--- config.mk ---
export PLATFORM = sky130hd
export DESIGN_NAME = mult8x8_seq_ctrl
export DESIGN_NICKNAME = d
export VERILOG_FILES = /design/src/rtl/mult8x8_seq_ctrl.sv
export SDC_FILE = /design/constraint.sdc
export NUM_CORES = 1
export LEC_CHECK = 0
export ABC_AREA = 0
export BUFFER_PORTS_ARGS = -buffer_cell sky130_fd_sc_hd__buf_2
export CORE_UTILIZATION = 52
export CTS_BUF_LIST = sky130_fd_sc_hd__clkbuf_8
export DETAILED_ROUTE_END_ITERATION = 6
export HOLD_SLACK_MARGIN = 0.05
export PLACE_DENSITY_LB_ADDON = 0.12
export RECOVER_POWER = 25
export SLEW_MARGIN = 20
export SYNTH_ARGS = -nofsm -noshare
export SYNTH_HDL_FRONTEND = slang
export SYNTH_SLANG_ARGS = --single-unit
--- constraint.sdc ---
create_clock -name clk -period 5 [get_ports clk]
set_input_delay 0 -clock clk [delete_from_list [all_inputs] [get_ports clk]]
set_output_delay 0 -clock clk [all_outputs]
set_load 0.02 [all_outputs]
--- src/rtl/mult8x8_seq_ctrl.sv ---
// Sequenced 8x8 unsigned multiplier: one shared 4x4 nibble multiplier and a
// 16-bit accumulator, stepped through the four partial products by an FSM.
//
// state | meaning
// IDLE  | waiting for start; operands latched and acc cleared on accept
// LSB   | acc += a[3:0]*b[3:0]
// MID1  | acc += (a[7:4]*b[3:0]) << 4
// MID2  | acc += (a[3:0]*b[7:4]) << 4
// MSB   | acc += (a[7:4]*b[7:4]) << 8; final sum also loaded into product
// DONE  | done_flag pulse; start ignored; always returns to IDLE
module mult8x8_seq_ctrl (
    input  logic        clk,
    input  logic        reset_a,
    input  logic        start,
    input  logic [7:0]  dataa,
    input  logic [7:0]  datab,
    output logic [15:0] product8x8_out,
    output logic        done_flag,
    output logic        busy,
    output logic [2:0]  state_out
);

    typedef enum logic [2:0] {
        IDLE = 3'd0,
        LSB  = 3'd1,
        MID1 = 3'd2,
        MID2 = 3'd3,
        MSB  = 3'd4,
        DONE = 3'd5
    } state_t;

    state_t      state;
    state_t      state_nxt;
    logic [7:0]  a_r;
    logic [7:0]  b_r;
    logic [15:0] acc;
    logic [3:0]  sel_a;
    logic [3:0]  sel_b;
    logic [1:0]  shift_sel;
    logic [7:0]  pp;
    logic [15:0] pp_sh;
    logic [15:0] sum;
    logic        load_ops;
    logic        acc_en;
    logic        load_prod;

    always_ff @(posedge clk or posedge reset_a) begin
        if (reset_a) begin
            state <= IDLE;
        end else begin
            state <= state_nxt;
        end
    end

    always_comb begin
        state_nxt = IDLE;
        sel_a     = a_r[3:0];
        sel_b     = b_r[3:0];
        shift_sel = 2'd0;
        load_ops  = 1'b0;
        acc_en    = 1'b0;
        load_prod = 1'b0;
        case (state)
            IDLE: begin
                if (start) begin
                    load_ops  = 1'b1;
                    state_nxt = LSB;
                end else begin
                    state_nxt = IDLE;
                end
            end
            LSB: begin
                acc_en    = 1'b1;
                state_nxt = MID1;
            end
            MID1: begin
                sel_a     = a_r[7:4];
                shift_sel = 2'd1;
                acc_en    = 1'b1;
                state_nxt = MID2;
            end
            MID2: begin
                sel_b     = b_r[7:4];
                shift_sel = 2'd1;
                acc_en    = 1'b1;
                state_nxt = MSB;
            end
            MSB: begin
                sel_a     = a_r[7:4];
                sel_b     = b_r[7:4];
                shift_sel = 2'd2;
                acc_en    = 1'b1;
                load_prod = 1'b1;
                state_nxt = DONE;
            end
            DONE:    state_nxt = IDLE;
            default: state_nxt = IDLE;
        endcase
    end

    assign pp = {4'b0000, sel_a} * {4'b0000, sel_b};

    always_comb begin
        pp_sh = {8'h00, pp};
        case (shift_sel)
            2'd1:    pp_sh = {4'h0, pp, 4'h0};
            2'd2:    pp_sh = {pp, 8'h00};
            default: pp_sh = {8'h00, pp};
        endcase
    end

    // Carry-out is dropped: 255*255 fits in 16 bits.
    assign sum = acc + pp_sh;

    always_ff @(posedge clk or posedge reset_a) begin
        if (reset_a) begin
            a_r            <= 8'h00;
            b_r            <= 8'h00;
            acc            <= 16'h0000;
            product8x8_out <= 16'h0000;
        end else begin
            if (load_ops) begin
                a_r <= dataa;
                b_r <= datab;
                acc <= 16'h0000;
            end else if (acc_en) begin
                acc <= sum;
            end
            if (load_prod) begin
                product8x8_out <= sum;
            end
        end
    end

    assign done_flag = (state == DONE);
    assign busy      = (state != IDLE);
    assign state_out = state;

endmodule

; Yosys cells after proc, flatten, opt, wreduce, memory -nomap -nowiden
; Cells that the tools add are included.
[classes]
reduce_logical = 7
n_eq_ne = 7
n_mux = 12
multipliers = 1
add_sub_neg = 1
[ops]
columns = operator, count
row1 = $mux W16, 2
row2 = $pmux W16 S2, 1
row3 = $add A16 B16 Y16, 1
row4 = $pmux W3 S5, 1
row5 = $mul A4 B4 Y8, 1
row6 = $mux W4, 2
row7 = $eq A3 B2 Y1 const B, 2
row8 = $eq A3 B3 Y1 const B, 2
row9 = $reduce_or A2 Y1, 3
row10 = $mux W1, 5
row11 = $pmux W2 S2, 1
row12 = $reduce_or A4 Y1, 1
row13 = $eq A3 B1 Y1 const B, 1
row14 = $logic_not A3 Y1, 1
row15 = $reduce_bool A3 Y1, 1
row16 = $eq A2 B1 Y1 const B, 1
row17 = $eq A2 B2 Y1 const B, 1
row18 = $reduce_bool A2 Y1, 1
[word_totals]
input_bits = 19
wordCells = 33
ff_bits = 51
out_inout_bits = 21

; Longest topological paths before layout
[depth]
depth_word = 8
mapped_depth = 26

; Worst setup path before layout
; Ideal clock, no wire load.
[synth_timing]
path_kind = reg2reg
from = register state[1] (netlist: state_out[1])
to = register acc[14]
setup_slack_ns = -0.343
t_arrival_ns = 5.215
setup_ns = 0.128
period_less_slack_ns = 5.343
n_path_buf = 1
path_stages_with_launch = 25
t_required_ns = 4.872
path_cell_list = dfrtp_1 > buf_2 > nor2b_1 > inv_1 > a21oi_4 > mux2i_1 > or2_2 > fa_1 > inv_1 > fa_1 > ha_1 > a211oi_2 > nor2_1 > o21a_1 > nor2_1 > xnor2_1 > a22o_1 > ha_1 > a21o_1 > a221o_1 > inv_1 > o21ai_0 > nor3_1 > xor2_1 > o21ai_0
[synth_between]
elab_chain_len = 8
word_cells_on_any_way = 22
classes_between = add/sub: 1 / mul: 1 / eq/ne: 6 / mux: 8 / reduce/logical: 6
[synth_rtl]
columns = item, line_no
row1 = start: declaration, 32  ; state_t state;
row2 = start signal: assignment, 51  ; state <= state_nxt;
row3 = $eq A3 B3 Y1 or $eq A3 B2 Y1 (tied branches), 63  ; case (state)
row4 = $reduce_or A2 Y1 (no line), --
row5 = $mux W4 or $pmux W2 S2 (tied branches), 63
row6 = $mul A4 B4 Y8 (tied with other cells), 101  ; assign pp = {4'b0000, sel_a} * {4'b0000, sel_b};
row7 = $pmux W16 S2, 105  ; case (shift_sel)
row8 = $add A16 B16 Y16, 113  ; assign sum = acc + pp_sh;
row9 = $mux W16, 126  ; end else if (acc_en) begin
row10 = $mux W16, 122  ; if (load_ops) begin
row11 = end signal: assignment, 127  ; acc <= sum;
row12 = end: declaration, 36  ; logic [15:0] acc;
; Several ways; a longest one is shown, not always the timed one. The select of a mux whose other input is x is not followed.
; A chain may end at the register's enable or synchronous reset.

; Final worst setup path
[layout_timing]
from = register state[2] (netlist: state_out[2])
to = register product8x8_out[15]
[layout_between]
elab_chain_len = 6
word_cells_on_any_way = 15
classes_between = add/sub: 1 / mul: 1 / eq/ne: 5 / mux: 5 / reduce/logical: 3
[layout_rtl]
columns = item, line_no
row1 = $eq A3 B3 Y1 or $eq A3 B2 Y1 (tied branches), 63
row2 = $reduce_or A2 Y1 (no line), --
row3 = $mux W4 or $pmux W2 S2 (tied branches), 63
row4 = $mul A4 B4 Y8 (tied with other cells), 101
row5 = $pmux W16 S2, 105
row6 = $add A16 B16 Y16, 113
row7 = end signal: assignment, 130  ; product8x8_out <= sum;
row8 = end: declaration, 17  ; output logic [15:0] product8x8_out,
; Several ways; a longest one is shown, not always the timed one.

==> results.cfg <==
[yosys]
syn_area_mm2 = 0.00342
syn_inst = 358
yosysMostFrequentCell = dfrtp_1
ys_top_cells_by_area = dfrtp_1, ha_1, mux2_2
syn_nets = 411
ys.flop_type = dfrtp_1
syn_avg_cell_area_um2 = 9.55
synth_top_area_cell = dfrtp_1
synth_edf_count = 0
synth_cell_type_count = 48
ys_seq_area_frac = 0.373
yosysTopAreaCellShare = 0.373
yosys_warnings = 0
synthTopCellsByCount = dfrtp_1, nand2_1, o21ai_0
synth-seq-cells = 51
async_flop_share = 1.00

[grt]
track_usage = 0.236
grt_max_degree = 52
grtUsageMet2 = 0.361
grt_pass1_wl_um = 13100
grt.met3_usage = 0.0308
grtUsageMet1 = 0.349
grt-busiest-layer = met2
grt_pass1_vias = 2790
grt-ovfl-total = 0
antenna_found_initial = 0

[floorplan]
rows = 29
die-area_mm2 = 0.00690
die_y_um = 83.1
core_area_mm2 = 0.00635
initial_core_util = 0.539
die_w_um = 83.1
pin_count = 40

[clock_tree]
htree_levels = 2
cts_buffers = 5
path_clk_slew_ns = 0.10
clk_latency_ns = 0.31
cts.sinks = 51
cts_tree = done
ctsRootBufferMaster = clkbuf_8
cts_buffer_depth = 2

[layout]
diodes = 0
final-seq-area_mm2 = 0.00128
drive_gt1_frac = 0.339
instances_no_fill = 540
area_growth_pct = 31.7
multiInputGateArea_mm2 = 0.00217
fillers = 486
nNetsFinal = 515

[timing]
min_period_ns = 5.15
hold_slack_ns = 0.356
finalWorstSetupSlack_ns = -0.154
finClkSkew_ns = 0.0129
rsz0062_at_grt = true
worst_slew_pin_slew_ns = 0.868
slew_headroom = 0.421
setup_viol = 8
hold_viol = 0
fmax_mhz = 194
fin_crit_sh = 1.03
slew_violations = 0

[hold_path]
hold_class = primary input to async pin

[place]
io_buffer_count = 39
dp_cells = 498
place.gp.congestion = 0.856
dp_hpwl_um = 5440

[detailed_routing]
drtPass1Iterations = 4
drtAntennaViolNets = 0
vias = 2882
drc = 0
drt_iter0_drc = 135
drt-vias-per-instance = 5.34
routedWlPerCell_um = 14.4
detail_route.wirelength_um = 7780

[setup_path]
required_ns = 5.24
worstPathMaxFanout = 5
ff2ff_path_depth = 22
cp-start-kind = flip-flop
path_class = flip-flop to flip-flop
crit_path_end_kind = flip-flop
critical_path_arrival_ns = 5.40

[status]
outcome = complete, but fails checks
failed_checks = setup timing

[flow_run]
drv_cap = 0
-- layout by cell type (no fill, tap or decap), types with 7 or more instances in the layout --
| cell type | n |
|---|---|
| buf_4 | 54 |
| dfrtp_1 | 48 |
| nand2_1 | 41 |
| nor2_1 | 30 |
| o21ai_0 | 26 |
| ha_1 | 26 |
| buf_2 | 23 |
| mux2_2 | 18 |
| dlygate4sd3_1 | 18 |
| inv_1 | 16 |
| clkbuf_1 | 16 |
| o21ai_1 | 10 |
| xor2_1 | 8 |
| a21o_1 | 7 |
| a21oi_1 | 7 |
| mux2i_2 | 7 |
-- through the flow --
stage / utilization / setup TNS [ns] / area [um2] / worst slack (ns)
detailed placement: 0.626 / -0.706 / 3970 / -0.183
CTS: 0.691 / -0.323 / 4390 / -0.0952
global route: 0.709 / -3.74 / 4500 / -0.357
floorplan: - / -0.0268 / 3490 / -0.0233
global placement: 0.626 / -0.113 / 3970 / -0.0365
finish: 0.709 / -0.753 / 4500 / -0.154
-- layer usage --
layer	routed length (um)	up-vias
met3	265	8
met2	3490	55
met5	0	-
met4	100	0
li1	-	1444
met1	3920	1375
-- layout make-up --
cell class              instances  share of cell area
clock buffers                   6              0.0183
clock inverters                 2             0.00778
flip-flops and latches         51               0.284
inverters                      20              0.0170
well taps                      77              0.0214
multi-input cells             273               0.482
repair buffers                111               0.169
-- flip-flops by register name, summed over array words and instances, names as in the netlist --
signal	count
a_r	8
product8x8_out	16
b_r	8
state_out	3
acc	16
-- worst max-delay path: stages, from the launching register on --
cell,delay (ns)
dfrtp_2,0.46
buf_4,0.16
o21ai_4,0.27
mux2i_2,0.12
or2_4,0.26
fa_1,0.53
inv_1,0.05
fa_1,0.58
ha_4,0.22
a21o_1,0.18
a21oi_2,0.13
xor2_1,0.24
inv_1,0.08
a22oi_1,0.14
nor2_1,0.06
ha_1,0.34
o21a_1,0.20
nor2_2,0.13
a221o_1,0.17
a21oi_2,0.05
or3_4,0.39
a21o_1,0.16
a31oi_1,0.15
-- timing repair --
item                                    CTS  global route
hold buffers                             18             0
endpoints found under the setup margin    8            20
pin swaps                                20            22
hold endpoints to repair                 68             0
gates resized for setup                  15            21
gates cloned                              0             0
buffers inserted                          8             8
-- path summary, 6_finish.rpt --
check | startpoint | endpoint | slack, ns
hold / removal | reset_a | a_r[6] | 0.36
max in group asynchronous | reset_a | state_out[2] | 4.09
hold reg to reg | product8x8_out[1] | product8x8_out[1] | 0.48
setup / recovery | state_out[2] | product8x8_out[15] | -0.15
min in group clk | dataa[6] | a_r[6] | 0.45
setup reg to reg | state_out[2] | product8x8_out[15] | -0.15
-- cells by family (layout without fill, tap and decap cells) --
family,Yosys count,in the layout,synth area share
fa+ha+maj,34,34,0.135
compound gates,85,85,0.163
mux,28,28,0.0885
xor+xnor,17,17,0.0435
flops,51,51,0.373
buf+inv,34,139,0.0439
simple gates,109,109,0.153
Power is left out: the tool's default activity adds up to more than one toggle a clock period on the data nets, which glitch-free logic cannot reach.
